===== config.mk =====
export PLATFORM = sky130hd
export DESIGN_NAME = stall_hold_ctrl
export DESIGN_NICKNAME = d
export VERILOG_FILES = /design/src/rtl/stall_hold_ctrl.sv
export SDC_FILE = /design/constraint.sdc
export NUM_CORES = 1
export LEC_CHECK = 0
export BUFFER_PORTS_ARGS = -buffer_cell sky130_fd_sc_hd__buf_2
export CORE_MARGIN = 4
export CORE_UTILIZATION = 45
export CTS_CLUSTER_SIZE = 12
export DETAILED_ROUTE_END_ITERATION = 6
export PLACE_DENSITY = 0.74
export SLEW_MARGIN = 20
export SYNTH_ARGS = -nofsm -noshare
export SYNTH_HDL_FRONTEND = slang
export SYNTH_SLANG_ARGS = --single-unit

===== constraint.sdc =====
create_clock -name clk -period 4.3 [get_ports clk]
set_input_delay 0.215 -clock clk [delete_from_list [all_inputs] [get_ports clk]]
set_output_delay 0.215 -clock clk [all_outputs]
set_load 0.03 [all_outputs]

===== src/rtl/stall_hold_ctrl.sv =====
// Stall/flush hold controller: captures synchronous-read memory data into a
// last-result register while the pipeline stalls and substitutes a bubble on flush.
module stall_hold_ctrl #(
  parameter int unsigned DATA_W    = 32,
  parameter int unsigned NUM_CH    = 2,
  parameter logic [31:0] FLUSH_VAL = 32'h00000013,
  parameter int unsigned CNT_W     = 16
) (
  input  logic                     clk,
  input  logic                     rst,
  input  logic                     stall_i,
  input  logic                     flush_i,
  input  logic [NUM_CH*DATA_W-1:0] raw_data_i,
  output logic [NUM_CH*DATA_W-1:0] data_o,
  output logic                     choice_flag_o,
  output logic                     hold_valid_o,
  output logic [CNT_W-1:0]         stall_cnt_o,
  output logic [CNT_W-1:0]         stall_max_o,
  output logic [1:0]               state_o
);

  typedef enum logic [1:0] {
    ST_RUN   = 2'd0,
    ST_HOLD  = 2'd1,
    ST_FLUSH = 2'd2
  } state_t;

  // Bubble word per channel: the low DATA_W bits of FLUSH_VAL, zero-extended if wider.
  localparam logic [DATA_W+31:0]    FLUSH_EXT = {{DATA_W{1'b0}}, FLUSH_VAL};
  localparam logic [DATA_W-1:0]     FLUSH_CH  = FLUSH_EXT[DATA_W-1:0];
  localparam logic [CNT_W-1:0]      CNT_SAT   = {CNT_W{1'b1}};

  state_t                     state_q, state_d;
  logic [NUM_CH*DATA_W-1:0]   lr_q, lr_d;
  logic [NUM_CH*DATA_W-1:0]   flush_word;
  logic [CNT_W-1:0]           cnt_q, cnt_d;
  logic [CNT_W-1:0]           max_q, max_d;

  always_comb begin
    flush_word = '0;
    for (int k = 0; k < NUM_CH; k++) begin
      flush_word[k*DATA_W +: DATA_W] = FLUSH_CH;
    end
  end

  // Next-state and lr decode; flush outranks every other condition.
  always_comb begin
    state_d = state_q;
    lr_d    = lr_q;
    if (flush_i) begin
      state_d = ST_FLUSH;
      lr_d    = flush_word;
    end else begin
      unique case (state_q)
        ST_RUN: begin
          if (stall_i) begin
            state_d = ST_HOLD;
            lr_d    = raw_data_i;
          end
        end
        ST_HOLD: begin
          if (!stall_i) state_d = ST_RUN;
        end
        ST_FLUSH: begin
          if (!stall_i) state_d = ST_RUN;
        end
        default: state_d = ST_RUN;
      endcase
    end
  end

  // Stall run length saturates rather than wraps so the max never looks short.
  always_comb begin
    cnt_d = '0;
    if (stall_i) begin
      cnt_d = (cnt_q == CNT_SAT) ? cnt_q : cnt_q + 1'b1;
    end
    max_d = (cnt_d > max_q) ? cnt_d : max_q;
  end

  always_ff @(posedge clk or posedge rst) begin
    if (rst) begin
      state_q <= ST_RUN;
      lr_q    <= '0;
      cnt_q   <= '0;
      max_q   <= '0;
    end else begin
      state_q <= state_d;
      lr_q    <= lr_d;
      cnt_q   <= cnt_d;
      max_q   <= max_d;
    end
  end

  // hold_valid_o is a level, not a handshake: high exactly while lr carries
  // captured memory data; there is no ready side and nothing is consumed.
  always_comb begin
    choice_flag_o = (state_q != ST_RUN);
    hold_valid_o  = (state_q == ST_HOLD);
    data_o        = choice_flag_o ? lr_q : raw_data_i;
    stall_cnt_o   = cnt_q;
    stall_max_o   = max_q;
    state_o       = state_q;
  end

endmodule

==> impl_metrics.tcl <==
set metrics [dict create \
    setup-violations-final 0 \
    vias 4553 \
    met1_length_um 5680 \
    path_clk_slew_ns 0.06 \
    ys_seq_area_share_pct 46.4 \
    tritoncts "yes" \
    top_layer_used "met4" \
    die_x_um 116 \
    drc 0 \
    overflow 0 \
    dpl_cell_area_sq_mm 0.00623 \
    clk_latency_ns 0.35 \
    cts_inserted_buffers 9 \
    regArea_sq_mm 0.00245 \
    max_slew.worst_pin.slew_ns 0.856 \
    max_cap_violations 0 \
    grt_max_degree 68 \
    num_io_pins 168 \
    synth_top_flop_cell "dfrtp_1" \
    route.met3.wl_um 1120 \
    setup_tns_ns 0 \
    hold_path_class "input pin to async pin" \
    slew_violations 0 \
    power_frac_seq_pct 37.9 \
    std_cell_rows 39 \
    final_nets 775 \
    start_util_pct 46.1 \
    worstPathArrival_ns 4.05 \
    wirelength_um 13600 \
    cts_max_path_buffers 2 \
    relSlewSlack_pct 42.9 \
    grt_setup_unrepaired "no" \
    syn_to_final_growth_pct 23.8 \
    worstSetupPathType "flip-flop to flip-flop" \
    cts.htree.levels 3 \
    fin_worst_skew_ns 0.00495 \
    cts.sinks 98 \
    cts.repair.resized 0 \
    p_sw_share_pct 32.8 \
    ir_drop_v 0.000237 \
    postRouteAntennaNets 0 \
    worstPathCellList "ha_1 -> nand4_4 -> nor3_1 -> and4b_1 -> nor3b_1 -> ha_1 -> nand4_1 -> a2111o_1 -> a31oi_4 -> mux2_2" \
    worst-path-max-fanout 16 \
    leakagePower_nw 3.30 \
    port_buffers 167 \
    final_area_sq_mm 0.00655 \
    end_kind "flip-flop" \
    setup.worst_path.start_class "flip-flop" \
    route.met2.wl_um 6540 \
    yosys.area.top_type "dfrtp_1" \
    combinationalPowerShare_pct 28.9 \
    switching_power_mw 0.868 \
    whs_ns 0.0389 \
    grt_pass1_wl_um 22100 \
    drive_gt1_share_pct 39.4 \
    multi_input_area_sq_mm 0.00264 \
    drt-initial-drc-count 225 \
    netlist-cell-type-count 51 \
    dieArea_sq_mm 0.0135 \
    pwr-share-clk_pct 33.2 \
    synthTopCellsByArea "dfrtp_1 46%, mux2_2 15%, nand2_1 9.9%, a21oi_1 6.3%, ha_1 4.5%" \
    syn_nets 624 \
    synth-edff-count 0 \
    cts_root_buffer "clkbuf_16" \
    cp_slowest_stage_delay_ns 0.54 \
    synth-async-reset-ratio_pct 100 \
    gp_congestion 0.802 \
    finalCriticalPeriod_ns 3.82 \
    post-cts-setup-buffers 0 \
    instances_no_fill 836 \
    antenna_found_initial 0 \
    yosys.area.top_type_share_pct 46.4 \
    hold_buffers 0 \
    core_sq_mm 0.0115 \
    synth_commonest_cells "140 x nand2_1, 98 x dfrtp_1, 71 x mux2_2" \
    post-synth-top-count-cell "nand2_1" \
    worstPathRequired_ns 4.53 \
    ys_warn_count 0 \
    status "completed" \
    ys_ff_latch 98 \
    syn_area_per_cell_sq_um 9.84 \
    synth_area_sq_mm 0.00529 \
    hpwlAfterDp_um 9470 \
    place_inst 820 \
    n_fill_cell 993 \
    fin_util_pct 57.1 \
    power.total_mw 2.65 \
    vias_per_cell 5.45 \
    p_int_mw 1.78 \
    pre_cts_slack_ns 0.520 \
    timing.final.crit_share_pct 88.8 \
    die_h_um 116 \
    grt_pass1_vias 4587 \
    antenna_cells 0 \
    track_usage_pct 20.6 \
    syn_inst 537 \
    p_per_area_mw_per_mm2 404 \
    cp_slowest_cell "a31oi_4" \
    first_pass_iters 4 \
    setup_slack_ns 0.484 \
    avgRoutedWirePerCell_um 16.3 \
    hold_viol 0 \
    timing.fmax_mhz 262 \
    crit_top_cell "ha_1" \
]
-- cells in the final DEF, fill, tap and decap left out, types with 3 or more instances in the layout --
master     netlist  final
a21boi_1         4      4
a21oi_1         66     66
and3_1           3      3
buf_2            0    166
buf_4            1      5
clkbuf_16        0      9
clkinv_2         0      4
dfrtp_1         98     98
ha_1            19     18
inv_1           22     21
mux2_1           8      8
mux2_2          71     71
mux2i_1          5      5
nand2_1        140    139
nand2b_1         3      3
nand3_1          6      6
nand3b_1         6      6
nand4_1          5      5
o21ai_0          6      6
o31ai_1          3      3
or4_1            3      3
-- path summary, 6_finish.rpt --
check                      slack (ns)                     start                          to  cells after the start
max                              0.48  stall_cnt_o[1]$_DFF_PP0_  stall_max_o[9]$_DFFE_PP0N_                     10
min                              0.04                       rst         lr_q[7]$_DFFE_PP0P_                      2
max reg2reg                      0.48  stall_cnt_o[1]$_DFF_PP0_  stall_max_o[9]$_DFFE_PP0N_                     10
min reg2reg                      0.50      lr_q[32]$_DFFE_PP0P_        lr_q[32]$_DFFE_PP0P_                      2
max in group asynchronous        3.30                       rst   stall_cnt_o[10]$_DFF_PP0_                      3
min in group clk                 0.09            raw_data_i[36]        lr_q[36]$_DFFE_PP0P_                      3
-- logic make-up (layout without fill, tap and decap cells) --
kind of cell / count (synthesis) / in the layout / share of synthesized area [%]
and+or+nand+nor: 187 / 187 / 16.7
DFF: 98 / 98 / 46.4
AOI/OAI and AO/OA: 93 / 93 / 10.3
muxes: 85 / 85 / 18.1
buffers and inverters: 54 / 210 / 3.91
adders and majority gates: 19 / 19 / 4.50
xor gates and xnor gates: 1 / 1 / 0.166
-- layer usage --
metal / up-vias / GRT usage [%]
li1: 2148 / -
met1: 2216 / 26.3
met2: 171 / 33.1
met3: 18 / 5.91
met4: 0 / 8.35
met5: - / 0
-- flip-flops by register name (all words and copies together), names as in the netlist --
name         cells
stall_max_o     16
lr_q            64
state_o          2
stall_cnt_o     16
-- worst max-delay path: cells and delay by family, from the launching register on --
kind / cells / cell delay (ns)
simple gates: 5 / 1.41
compound gates: 2 / 0.99
fa+ha+maj: 2 / 0.47
mux: 1 / 0.41
flops: 1 / 0.40
-- area by class of cell --
class | instances | share of cell area (%)
Multi-Input combinational cell | 385 | 40.3
Sequential cell | 98 | 37.5
Timing Repair Buffer | 171 | 13.3
Clock buffer | 10 | 3.65
Tap cell | 143 | 2.73
Inverter | 23 | 1.36
Clock inverter | 6 | 1.22
-- power groups by stage --
| stage | combinational (mW) | sequential (mW) | clock (mW) |
|---|---|---|---|
| finish | 0.765 | 1.00 | 0.878 |
| global route | 0.822 | 1.01 | 0.931 |
| CTS | 0.772 | 1.00 | 0.894 |
| detailed placement | 0.770 | 1.02 | 0 |
| global placement | 0.756 | 1.02 | 0 |
| floorplan | 0.552 | 1.04 | 0 |
Note: power is estimated with default switching activity, not from simulation.
